[config.mk]
export PLATFORM = sky130hd
export DESIGN_NAME = nibble_byte_fifo
export DESIGN_NICKNAME = d
export VERILOG_FILES = /design/src/rtl/nibble_fifo_pkg.sv /design/src/rtl/sync_edge.sv /design/src/rtl/nibble_byte_fifo.sv
export SDC_FILE = /design/constraint.sdc
export NUM_CORES = 1
export LEC_CHECK = 0
export CAP_MARGIN = 40
export CORE_MARGIN = 10
export CORE_UTILIZATION = 50
export DETAILED_ROUTE_END_ITERATION = 12
export PLACE_DENSITY = 0.67
export SLEW_MARGIN = 20
export SYNTH_ARGS = -nofsm -noshare
export SYNTH_HDL_FRONTEND = slang
export SYNTH_SLANG_ARGS = --single-unit
[constraint.sdc]
create_clock -name clk -period 2.6 [get_ports clk]
set_clock_uncertainty 0.15 [all_clocks]
set_input_delay 0.52 -clock clk [delete_from_list [all_inputs] [get_ports clk]]
set_output_delay 0.52 -clock clk [all_outputs]
set_load 0.1 [all_outputs]
[src/rtl/nibble_fifo_pkg.sv]
// Shared types and default sizes for the nibble-to-byte input FIFO.
package nibble_fifo_pkg;

  typedef logic [3:0] nibble_t;
  typedef logic [7:0] byte_t;

  typedef enum logic [0:0] {
    HI_WAIT = 1'b0,
    LO_WAIT = 1'b1
  } pack_state_t;

  localparam int unsigned DEPTH_DEF = 4;
  localparam int unsigned SYNC_DEF  = 2;

endpackage

[src/rtl/sync_edge.sv]
// Multi-flop synchroniser for an asynchronous pin followed by a rising-edge pulse generator.
module sync_edge #(
  parameter int unsigned SYNC_STAGES = 2
) (
  input  logic clk,
  input  logic reset,
  input  logic d,
  output logic pulse
);

  logic [SYNC_STAGES-1:0] sync_q;
  logic                   prev_q;

  always_ff @(posedge clk) begin
    if (reset) begin
      sync_q <= '0;
      prev_q <= 1'b0;
    end else begin
      sync_q <= {sync_q[SYNC_STAGES-2:0], d};
      prev_q <= sync_q[SYNC_STAGES-1];
    end
  end

  // Pulse is decoded from registered state only, so it is glitch-free and one cycle long.
  assign pulse = sync_q[SYNC_STAGES-1] & ~prev_q;

endmodule

[src/rtl/nibble_byte_fifo.sv]
// Pin input stage: synchronises valid/toggle/din, packs nibble pairs (high first) into bytes
// and buffers them in a small FIFO whose head byte is shown on dout; toggle pops the head.
module nibble_byte_fifo
  import nibble_fifo_pkg::*;
#(
  parameter int unsigned DEPTH       = DEPTH_DEF,
  parameter int unsigned SYNC_STAGES = SYNC_DEF
) (
  input  logic       clk,
  input  logic       reset,
  input  logic [3:0] din,
  input  logic       valid,
  input  logic       toggle,
  output logic [7:0] dout,
  output logic       empty,
  output logic       full,
  output logic       overflow
);

  localparam int unsigned AW = $clog2(DEPTH);
  localparam int unsigned CW = AW + 1;
  localparam logic [CW-1:0] CountFull = CW'(DEPTH);

  logic vpulse;
  logic tpulse;

  sync_edge #(
    .SYNC_STAGES(SYNC_STAGES)
  ) u_valid_sync (
    .clk  (clk),
    .reset(reset),
    .d    (valid),
    .pulse(vpulse)
  );

  sync_edge #(
    .SYNC_STAGES(SYNC_STAGES)
  ) u_toggle_sync (
    .clk  (clk),
    .reset(reset),
    .d    (toggle),
    .pulse(tpulse)
  );

  // din follows the same depth as valid so the synced nibble lines up with vpulse.
  nibble_t din_sync_q [SYNC_STAGES];
  nibble_t din_sync;

  always_ff @(posedge clk) begin
    if (reset) begin
      for (int i = 0; i < int'(SYNC_STAGES); i++) din_sync_q[i] <= '0;
    end else begin
      din_sync_q[0] <= din;
      for (int i = 1; i < int'(SYNC_STAGES); i++) din_sync_q[i] <= din_sync_q[i-1];
    end
  end

  assign din_sync = din_sync_q[SYNC_STAGES-1];

  // Packer FSM
  pack_state_t state_q, state_d;
  nibble_t     hi_q, hi_d;
  logic        push;
  byte_t       push_byte;

  always_ff @(posedge clk) begin
    if (reset) begin
      state_q <= HI_WAIT;
      hi_q    <= '0;
    end else begin
      state_q <= state_d;
      hi_q    <= hi_d;
    end
  end

  always_comb begin
    state_d   = state_q;
    hi_d      = hi_q;
    push      = 1'b0;
    push_byte = {hi_q, din_sync};
    unique case (state_q)
      HI_WAIT: begin
        if (vpulse) begin
          hi_d    = din_sync;
          state_d = LO_WAIT;
        end
      end
      LO_WAIT: begin
        if (vpulse) begin
          push    = 1'b1;
          state_d = HI_WAIT;
        end
      end
      default: state_d = HI_WAIT;
    endcase
  end

  // FIFO storage, pointers and occupancy
  byte_t           mem_q [DEPTH];
  logic [AW-1:0]   wr_ptr_q, rd_ptr_q;
  logic [CW-1:0]   count_q;
  logic            overflow_q;
  logic            pop_eff;
  logic            push_ok;

  assign empty   = (count_q == '0);
  assign full    = (count_q == CountFull);
  assign pop_eff = tpulse && !empty;
  // A full FIFO still takes a byte when the head leaves in the same cycle.
  assign push_ok = push && (!full || pop_eff);

  always_ff @(posedge clk) begin
    if (push_ok) mem_q[wr_ptr_q] <= push_byte;
  end

  always_ff @(posedge clk) begin
    if (reset) begin
      wr_ptr_q   <= '0;
      rd_ptr_q   <= '0;
      count_q    <= '0;
      overflow_q <= 1'b0;
    end else begin
      if (push_ok) wr_ptr_q <= wr_ptr_q + 1'b1;
      if (pop_eff) rd_ptr_q <= rd_ptr_q + 1'b1;
      unique case ({push_ok, pop_eff})
        2'b10:   count_q <= count_q + 1'b1;
        2'b01:   count_q <= count_q - 1'b1;
        default: count_q <= count_q;
      endcase
      if (push && !push_ok) overflow_q <= 1'b1;
    end
  end

  assign overflow = overflow_q;
  assign dout     = empty ? 8'h00 : mem_q[rd_ptr_q];

endmodule

==> results of run 1 <==
-- state kept, by name (all words and copies together), names as in the netlist, named ones only --
register and cells:
din_sync_q 8, state_q 1, u_valid_sync.prev_q 1, u_valid_sync.sync_q 2, u_toggle_sync.sync_q 2, wr_ptr_q 2, count_q 3, rd_ptr_q 2
u_toggle_sync.prev_q 1, overflow 1, hi_q 4, mem_q 32
-- logic make-up after synthesis --
family                     share of synthesized area
AOI/OAI and AO/OA                             0.0235
buffers and inverters                         0.0267
adders and majority gates                     0.0406
and+or+nand+nor                                0.129
muxes                                          0.108
DFF                                            0.657
xor gates and xnor gates                      0.0149
-- report_power, final --
part / leakage [nW] / internal, mW / total, mW / switching [mW]
clock: 0.0844 / 0.370 / 0.699 / 0.329
combinational: 0.359 / 0.0228 / 0.0424 / 0.0197
sequential: 0.529 / 1.02 / 1.03 / 0.00731
total: 0.973 / 1.41 / 1.77 / 0.356
-- cell type report --
| class | instances | area, um2 | area share |
|---|---|---|---|
| Sequential cell | 61 | 1540 | 0.544 |
| Multi-Input combinational cell | 87 | 741 | 0.261 |
| Timing Repair Buffer | 21 | 300 | 0.106 |
| Clock buffer | 14 | 153 | 0.0539 |
| Tap cell | 52 | 65.1 | 0.0230 |
| Inverter | 6 | 22.5 | 0.00795 |
| Clock inverter | 2 | 10.0 | 0.00353 |
-- metal layers --
| metal | GRT usage | vias up |
|---|---|---|
| li1 | - | 611 |
| met1 | 0.133 | 607 |
| met2 | 0.165 | 33 |
| met3 | 0.0404 | 12 |
| met4 | 0.0837 | 0 |
| met5 | 0 | - |
-- cell usage after synthesis --
master and instances:
sky130_fd_sc_hd__a31oi_2 1, sky130_fd_sc_hd__mux4_2 8, sky130_fd_sc_hd__or3_1 1, sky130_fd_sc_hd__buf_2 2
sky130_fd_sc_hd__buf_1 1, sky130_fd_sc_hd__and2_1 5, sky130_fd_sc_hd__a221oi_2 1, sky130_fd_sc_hd__nor3_1 2
sky130_fd_sc_hd__clkbuf_1 4, sky130_fd_sc_hd__buf_6 1, sky130_fd_sc_hd__nand2_1 3, sky130_fd_sc_hd__xnor2_1 4
sky130_fd_sc_hd__nor2_1 16, sky130_fd_sc_hd__nor3b_1 1, sky130_fd_sc_hd__a21o_1 1, sky130_fd_sc_hd__a31oi_1 2
sky130_fd_sc_hd__nor2_2 1, sky130_fd_sc_hd__o211ai_1 1, sky130_fd_sc_hd__mux2_2 2, sky130_fd_sc_hd__nor2b_1 24
sky130_fd_sc_hd__dfxtp_1 29, sky130_fd_sc_hd__nand2b_4 1, sky130_fd_sc_hd__fa_1 1, sky130_fd_sc_hd__nand2b_1 1
sky130_fd_sc_hd__edfxtp_1 32, sky130_fd_sc_hd__ha_1 6, sky130_fd_sc_hd__inv_1 6, sky130_fd_sc_hd__mux2i_1 5
-- per-stage QoR --
stage / cells / TNS, ps / setup WS (ps)
floorplan: 162 / -2380 / -298
global placement: 227 / 0 / 570
global route: 243 / 0 / 139
detailed placement: 227 / 0 / 477
CTS: 243 / 0 / 193
finish: 243 / 0 / 231
-- path summary, 6_finish.rpt --
check                                                to  slack [ps]  cells after the start
worst min register to register  u_toggle_sync.sync_q[1]         290                      1
worst max-delay path                            dout[6]         230                      4
worst min-delay path            u_toggle_sync.sync_q[1]         290                      1
worst max register to register              mem_q[1][6]         490                      5
==> results, run 1 <==
- The run finished with clean final reports.
- sky130_fd_sc_hd__edfxtp_1 takes more of the synthesized area than any other cell.
- The area of the placeable core is 4440 um2.
- The starting density of the core is 0.528.
- The min-delay analysis places its worst path in the category reg -> reg.
- Of all nets on the critical path, the largest fanout is 8.
- Buffers placed on the I/O ports in this run total 18.
- Grouping stages by cell kind, the critical path spends the most delay in multiplexers.
- In this run the vertical extent of the chip is 88.5 um.
- Using the TritonRoute via totals, the vias-per-cell ratio works out to 5.20.
- The hold path startpoint is u_toggle_sync.sync_q[0].
- For this design the top-level I/O count stands at 19.
- The number of nets still failing antenna checks after routing is 0.
- Final hold analysis gives a worst-case slack of 289 ps.
- The largest single stage delay on the critical path is 520 ps.
- TritonCTS built the clock tree.
- The leakage component of the power is 0.973 nW.
- At the end of routability-driven placement, the weighted congestion stood at 0.749.
- For this design, the slowest cell found on the critical path is sky130_fd_sc_hd__mux4_2.
- STA puts the critical path data required time at 1930 ps.
- Dividing the final minimum period by the clock period gives 0.911.
- The via count of the first global-routing pass is 1315.
- Of the cells placed in the final design, the portion with a size suffix greater than 1 is 0.209.
- The max-cap violation count is 0.
- In this run the clock root is driven by a sky130_fd_sc_hd__clkbuf_8.
- The count of state elements after synthesis is 61.
- The detailed router placed 1263 vias in this run.
- After clock tree synthesis, the clock-pin slew on the worst setup and hold paths is 60 ps.
- The die covers 7830 um2.
- The worst vdd rail ir drop is 0.434 mV.
- Global routing finished with a remaining overflow of 0.
- The number of hold buffers added after CTS was 0.
- For this block, the routed nets add up to 3720 um of wire.
- The die is 88.5 um wide.
- CTS saw 61 sinks.
- By startpoint and endpoint, the worst setup path is classified as reg -> out.
- Total power for the finished layout comes to 1.77 mW.
- The number of core rows is 24.
- The total cell area at the placement stage is 2670 um2.
- STA puts the critical path data arrival time at 1700 ps.
- The number of antenna diodes in the final layout is 0.
- The Yosys warning count is 0.
- The relative area change from synthesis to final layout is 20.8%.
- The filler cell count is 334.
- The number of antenna violations at the first check in global routing was 0.
- The top cell types in the final layout, fill and taps aside, are 32 x sky130_fd_sc_hd__edfxtp_1, 29 x sky130_fd_sc_hd__dfxtp_1, 24 x sky130_fd_sc_hd__nor2b_1, 16 x sky130_fd_sc_hd__nor2_1.
- The launch point of the worst reg-to-reg path is u_valid_sync.sync_q[1].
- The number of pins with negative max-slew slack in the final report is 0.
- The post-route cell area is 2830 um2.
- The mean routed wirelength per cell is 15.3 um.
- Headroom to the max-slew limit came out at 0.738.
- The clock period could shrink to 2370 ps.
- The final HPWL from detailed placement is 2720 um.
- Setup violations remaining at the end of the flow were counted as 0.
- The number of endpoints with negative hold slack in the final report was 0.
- STA classifies the critical path endpoint as an output pin.
- The mean instance size in the synthesized netlist is 14.5 um2.
- The first global-routing pass estimated 6430 um of wire.
- The library cell used most frequently in the layout, excluding fill and tap cells, is sky130_fd_sc_hd__edfxtp_1.
- The clock latency reported for the late side of the worst-skew pair is 330 ps.
- The routed length on met3 is 252 um.
- The post-synth design cell area is 2340 um2.
- The maximum root-to-sink buffer count is 2.
- The fraction of the yosys area taken by sequential cells is 0.657.
- In this run the top signal layer used is met4.
- The number of clock buffers inserted by TritonCTS is 9.
- Setup repair after global routing left no endpoint under its margin.
- The power density of the placed cells is 624 nW/um2.
- The count of different cell masters after synthesis is 28.
- At the pin with the least slew margin, the transition time is 393 ps.
- The number of H-tree branching levels is 3.
- Walking the worst path, the cells encountered are buf_4 -> mux4_2 -> nor2b_1 -> buf_12.
- By area the synthesized netlist is led by sky130_fd_sc_hd__edfxtp_1 41%, sky130_fd_sc_hd__dfxtp_1 25%, sky130_fd_sc_hd__mux4_2 7.7%.
- The number of buffers and inverters on the critical path is 2.
- The area fraction of the dominant cell type after synthesis is 0.410.
- The number of design rule violations left after detail routing is 0.
- The starting DRC count in detailed routing is 108.
- The layout net count is 201.
- The type of origin of the critical path is a register.
- The post-cts repair resize count is 0.
- The detailed router put a total of 1630 um of wire on met1.
- In this run the post-CTS setup repair buffer count came out at 0.
- The largest net degree at the start of global routing is 31.
- Summed over all nets, wire length on met2 after detailed routing comes to 1730 um.
- The final core area utilization is 0.637.
- Static timing analysis puts the maximum clock frequency at 0.422 GHz.
- The synthesized netlist cell count is 162.
- The total global-route track usage is 0.112.
- When the netlist entered floorplanning its net count stood at 177.
- For this run, the detailed router's first-pass iteration total came to 4.
No activity file was read; power rests on OpenSTA's default activity.
==> run 2: changes to the inputs <==
--- a/config.mk
+++ b/config.mk
@@ -6,7 +6,7 @@
 export NUM_CORES = 1
 export LEC_CHECK = 0
 export CAP_MARGIN = 40
-export CORE_MARGIN = 10
+export CORE_MARGIN = 2
 export CORE_UTILIZATION = 50
 export DETAILED_ROUTE_END_ITERATION = 12
 export PLACE_DENSITY = 0.67
==> results, run 2 (synthesis gave the netlist of run 1 again) <==
- The overall power consumption is 1.84 mW.
- CTS placed an instance of sky130_fd_sc_hd__clkbuf_8 at the clock tree root.
- The tightest min-delay check is of the reg -> reg type.
- For this run, the detailed router's first-pass iteration total came to 4.
- The number of design rule violations left after detail routing is 0.
- The total number of vias is 1230.
- The finished layout holds 243 standard cells, fillers aside.
- The clock-pin transition on the worst setup and hold timing paths is 60 ps.
- Setup slack on the worst reg-to-reg path comes out at 470 ps.
- Max-cap violations in this run came to 0.
- The critical path ends at dout[2].
- Port buffering added 18 buffers.
- The number of antenna diodes in the final layout is 0.
- The share of the clock period used by the worst path is 0.904.
- The number of pins with negative max-slew slack in the final report is 0.
- Fill cells in the final layout number 334.
- The transition time of the tightest slew-check pin is 434 ps.
- The width of the chip is 72.5 um.
- For this configuration, the core starts out at a cell density of 0.528.
- In this run the deepest clock path goes through 2 buffers.
- Gates resized during post-CTS repair numbered 0.
- The boundary pin count is 19.
- For this run the aggregate overflow at the end of global routing stands at 0.
- The maximum achievable frequency is 0.426 GHz.
- The hold path startpoint is din_sync_q[0][3].
- The via count of the first global-routing pass is 1227.
- The setup violation total in the final timing report is 0.
- The via density per instance is 5.06.
- Hold repair after CTS inserted 0 buffers.
- The die outline height is 72.5 um.
- The classification of the worst setup path is reg -> out.
- The depth of the most critical reg-to-reg path is 5.
- The leakage component of the power is 0.979 nW.
- The accumulated negative setup slack is 0 ps.
- The register with the most flip-flops in the final layout is mem_q.
- The clock latency reported for the late side of the worst-skew pair is 320 ps.
- Row generation in the floorplan step produced 24 rows.
- In this run the worst path has a maximum fanout of 8.
- After detailed routing, the total wire length is 3550 um.
- For this run, the share of the core covered by cells in the final layout is 0.642.
- The number of placed instances, taps included, is 227.
- The category of the worst setup path capture point is an output pin.
- The total clock sinks is 61.
- The critical-path cell with the highest stage delay is sky130_fd_sc_hd__mux4_2.
- The worst register-to-register path begins at u_valid_sync.sync_q[1].
- The worst path in the final design needs a cycle of 2350 ps, including I/O delays and setup.
- The endpoint identified for the worst register-to-register timing path is mem_q[1][3].
- The number of endpoints with negative hold slack in the final report is 0.
- The post-CTS setup buffer count is 0.
- The layout net count is 201.
- In the layout the commonest cells are 32 x sky130_fd_sc_hd__edfxtp_1, 29 x sky130_fd_sc_hd__dfxtp_1, 24 x sky130_fd_sc_hd__nor2b_1, 16 x sky130_fd_sc_hd__nor2_1, 10 x sky130_fd_sc_hd__buf_12.
- Data on the critical path arrives at its endpoint at 1680 ps.
- The number of antenna violations at the first check in global routing is 0.
- The critical path goes through buf_4 -> mux4_2 -> nor2b_1 -> buf_12.
- Compared with the post-synthesis result, the final layout area differs by 21.7%.
- The largest registers in the layout are mem_q x32, din_sync_q x8, hi_q x4.
- After legalization and detailed placement, the total HPWL measured 2610 um.
- For this run, the total global-route usage over all layers was measured as 0.157.
- The flip-flop count of the largest register, all copies and words added is 32.
- For this block, the initial DRC count from the detailed router was 84.
- The final-layout worst hold slack is 288 ps.
- The critical path required time is 1930 ps.
- The H-tree generated during clock tree synthesis spans 3 levels.
- Summing all multi-input logic gate instances after layout gives 741 um2.
- The relative slew slack is 0.710.
- Setup repair after global routing left no endpoint under its margin.
- The global placement routability congestion is 0.743.
- The number of nets still failing antenna checks after routing is 0.
- Summing all flip-flop and latch instances after layout gives 1540 um2.
- The number of clock buffers inserted by TritonCTS is 9.
- The worst vdd rail ir drop is 0.555 mV.
- The run finished with clean final reports.
- STA classifies the critical path startpoint as a register.
- The full die area is 5250 um2.
- In the final layout, the share of cells above drive strength 1 is 0.215.
- The first-pass GRT wire length is 5940 um.
- Dividing total power by cell area gives a power density of 646 nW/um2.
- TritonCTS built the clock tree.
- In the final routed layout, each cell accounts on average for 14.6 um.
- The area of the placeable core is 4440 um2.
- The worst stage delay on the critical path is 520 ps.
- Entering global routing, the biggest net connects 20 pins.
- Leaving out fill and tap cells, the most frequent cell in the layout is sky130_fd_sc_hd__edfxtp_1.
-- run 2: layout make-up --
type,count,area share
clock buffers,11,0.0461
clock inverters,5,0.0180
inverters,6,0.00789
multi-input cells,87,0.260
flip-flops and latches,61,0.540
well taps,52,0.0228
repair buffers,21,0.105
-- run 2: power breakdown --
| part | leakage (nW) | internal [mW] | switching, mW | total, mW |
|---|---|---|---|---|
| clock network | 0.0907 | 0.436 | 0.337 | 0.773 |
| registers | 0.529 | 1.02 | 0.00742 | 1.03 |
| logic | 0.359 | 0.0228 | 0.0195 | 0.0423 |
-- run 2: how the worst min path moves through the flow --
stage	end	depth (start not counted)
after floorplan	din_sync_q[0][4]	1
after global placement	din_sync_q[0][7]	1
after detailed placement	din_sync_q[0][4]	1
after CTS	din_sync_q[0][5]	1
after global routing	din_sync_q[0][4]	1
final	din_sync_q[0][7]	1
-- run 2: critical path: cells and delay by family (launching register included) --
| kind | cells | cell delay (ps) |
|---|---|---|
| muxes | 1 | 520 |
| and+or+nand+nor | 1 | 170 |
| DFF | 1 | 310 |
| buffers and inverters | 2 | 360 |
-- run 2: layer usage --
metal	track usage	up-vias	part of all wire
li1	-	610	-
met2	0.262	27	0.50
met3	0.0417	8	0.043
met4	0.0741	0	0.018
met5	0	-	0
met1	0.192	585	0.44
-- run 2: per-stage QoR --
step	instance area [um2]	setup slack (ps)
finish	2850	250
global route	2850	171
CTS	2850	225
detailed placement	2670	452
global placement	2670	562
floorplan	2340	-298
==> run 3: changes to the inputs <==
--- a/config.mk
+++ b/config.mk
@@ -9,6 +9,7 @@
 export CORE_MARGIN = 2
 export CORE_UTILIZATION = 50
 export DETAILED_ROUTE_END_ITERATION = 12
+export MAX_ROUTING_LAYER = met4
 export PLACE_DENSITY = 0.67
 export SLEW_MARGIN = 20
 export SYNTH_ARGS = -nofsm -noshare
==> results, run 3 (synthesis gave the netlist of run 1 again) <==
- Leaving out fill and tap cells, the most frequent cell in the layout is sky130_fd_sc_hd__edfxtp_1.
- The launch point of the worst reg-to-reg path is u_valid_sync.sync_q[1].
- Max-cap violations in this run came to 0.
- Of the total power, the share spent switching nets is 0.197.
- The boundary pin count is 19.
- Wire segments on met2 add up to 1780 um in the final route.
- The tree built by TritonCTS fans out to 61 sinks.
- The number of antenna violations at the first check in global routing is 0.
- The worst flop-to-flop path endpoint is mem_q[1][3].
- In the layout the commonest cells are 32 x sky130_fd_sc_hd__edfxtp_1, 29 x sky130_fd_sc_hd__dfxtp_1, 24 x sky130_fd_sc_hd__nor2b_1, 16 x sky130_fd_sc_hd__nor2_1, 10 x sky130_fd_sc_hd__buf_12.
- The total number of vias is 1238.
- In the global route stage, overall resource usage came out at 0.163.
- Once placement finished, the instance area stood at 2670 um2.
- The largest registers in the layout are mem_q x32, din_sync_q x8, hi_q x4.
- Setup repair after global routing left no endpoint under its margin.
- Counting along the longest clock path gives a buffer depth of 2.
- The accumulated negative setup slack is 0 ps.
- The top register by number of flip-flops is mem_q.
- Dividing total power by cell area gives a power density of 645 nW/um2.
- The via count of the first global-routing pass came to 1215.
- For this run, design rule violations remaining after detail routing come to 0.
- The register with the most flip-flops in the layout has 32 of them.
- The starting DRC count in detailed routing is 77.
- The switching power is 362 uW.
- By startpoint and endpoint, the worst setup path is classified as reg -> out.
- The share of total power in combinational logic is 0.023.
- STA classifies the critical path startpoint as a register.
- After clock tree synthesis, the clock-pin slew on the worst setup and hold paths is 60 ps.
- The number of antenna diodes is 0.
- The final worst setup slack is 251 ps.
- The first TritonRoute pass finished after 4 iterations.
- The post-CTS setup buffer count is 0.
- The tree is rooted in a sky130_fd_sc_hd__clkbuf_8.
- The most critical setup path has its endpoint at dout[2].
- The share of final-layout standard cells stronger than drive strength 1 is 0.215.
- The global route total overflow is 0.
- Across the VDD grid, the largest voltage drop is 0.555 mV.
- The count of nets left with antenna violations once routing finished came out at 0.
- The layout net count is 201.
- The flop-to-flop setup slack is 470 ps.
- The full die area is 5250 um2.
- The worst hold path class is reg -> reg.
- In this run the most critical hold path is launched from din_sync_q[0][3].
- Detailed routing placed a total of 129 um of wire on met3.
- The area of the placeable core is 4440 um2.
- Dividing the final minimum period by the clock period gives 0.904.
- In this run, CTS created clock tree buffers numbering 9.
- The category of the worst setup path capture point is an output pin.
- The largest fanout of any net on the critical path is 8.
- The post-cts repair resize count is 0.
- The total instance count after detailed placement is 227.
- The number of buffers added on ports is 18.
- The slowest stage of the critical path belongs to the cell sky130_fd_sc_hd__mux4_2.
- Dividing the detail-routed wire length by the instance count gives 14.6 um.
- The CTS tree is yes.
- The number of buffers added to fix hold violations after cts is 0.
- The number of endpoints with negative hold slack in the final report is 0.
- The worst stage delay on the critical path is 520 ps.
- Routability-driven placement finished with a final weighted congestion of 0.752.
- The final core area utilization is 0.642.
- The floorplan has 24 rows.
- The run finished with clean final reports.
- Setup violations remaining at the end of the flow were counted as 0.
- The arrival time at the worst endpoint is 1680 ps.
- For the pin with the worst max-slew slack, the measured transition is 435 ps.
- Of the total power, registers draw 0.558.
- Once layout is complete, the cells apart from fillers number 243.
- The relative slew slack is 0.709.
- The minimum period implied by the final worst setup slack is 2350 ps.
- The worst slack at placement is 452 ps.
- Of the total power, the clock network draws 0.419.
- Overall power consumption after layout is estimated at 1.84 mW.
- The detailed router put a total of 1570 um of wire on met1.
- The critical path required time is 1930 ps.
- The number of H-tree branching levels is 3.
- From left edge to right edge, the die measures 72.5 um.
- The final HPWL from detailed placement is 2610 um.
- The clock reaches the later pin of the worst-skew pair after 320 ps.
- The floorplan step set the die height to 72.5 um.
- The starting density of the core is 0.528.
- The number of pins with negative max-slew slack in the final report came to 0.
- The leakage component of the power is 0.979 nW.
- The finished cells cover 2850 um2.
- For the worst flop-to-flop path, the logic depth is 5.
- Static timing analysis puts the maximum clock frequency at 0.426 GHz.
- The largest net degree at the start of global routing is 20.
- The first global-routing pass estimated 6000 um of wire.
- The critical path goes through buf_4 -> mux4_2 -> nor2b_1 -> buf_12.
- The total wire length after detailed routing is 3560 um.
- The top metal layer carrying routed signals is met4.
- Compared with the post-synthesis result, the final layout area differs by 21.7%.
- The final-layout worst hold slack is 288 ps.
- The via density per instance is 5.09.
- The cell-internal power is 1.48 mW.
==> run 3: cell counts in the layout (fill, tap and decap cells not counted) <==
No cell type changed its count.
==> run 3: how the worst min path moves through the flow <==
stage,to,cells past startpoint
global route,din_sync_q[0][4],1
detailed placement,din_sync_q[0][4],1
global placement,din_sync_q[0][7],1
CTS,din_sync_q[0][5],1
finish,din_sync_q[0][7],1
floorplan,din_sync_q[0][4],1
==> run 3: final cells by class <==
class / instances / area (um2)
Timing Repair Buffer: 21 / 300
Inverter: 6 / 22.5
Tap cell: 52 / 65.1
Fill cell: 334 / 1590
Clock inverter: 5 / 51.3
Sequential cell: 61 / 1540
Multi-Input combinational cell: 87 / 741
Clock buffer: 11 / 131
==> run 3: critical path, delay by kind of cell, from the launching register on <==
family	cells	cell delay [ps]
buf+inv	2	360
simple gates	1	170
flops	1	310
mux	1	520
==> run 3: power groups by stage <==
stage | Combinational [mW] | Clock, mW | Sequential (mW)
floorplan | 0.0273 | 0 | 1.05
global placement | 0.0417 | 0 | 1.05
detailed placement | 0.0431 | 0 | 1.05
CTS | 0.0433 | 0.784 | 1.03
global route | 0.0472 | 0.837 | 1.03
finish | 0.0425 | 0.772 | 1.03
==> run 3: layer usage <==
metal  up-vias  track usage
met5         -            -
met4         0       0.0741
met3         9       0.0417
met2        27        0.262
met1       593        0.195
li1        609            -
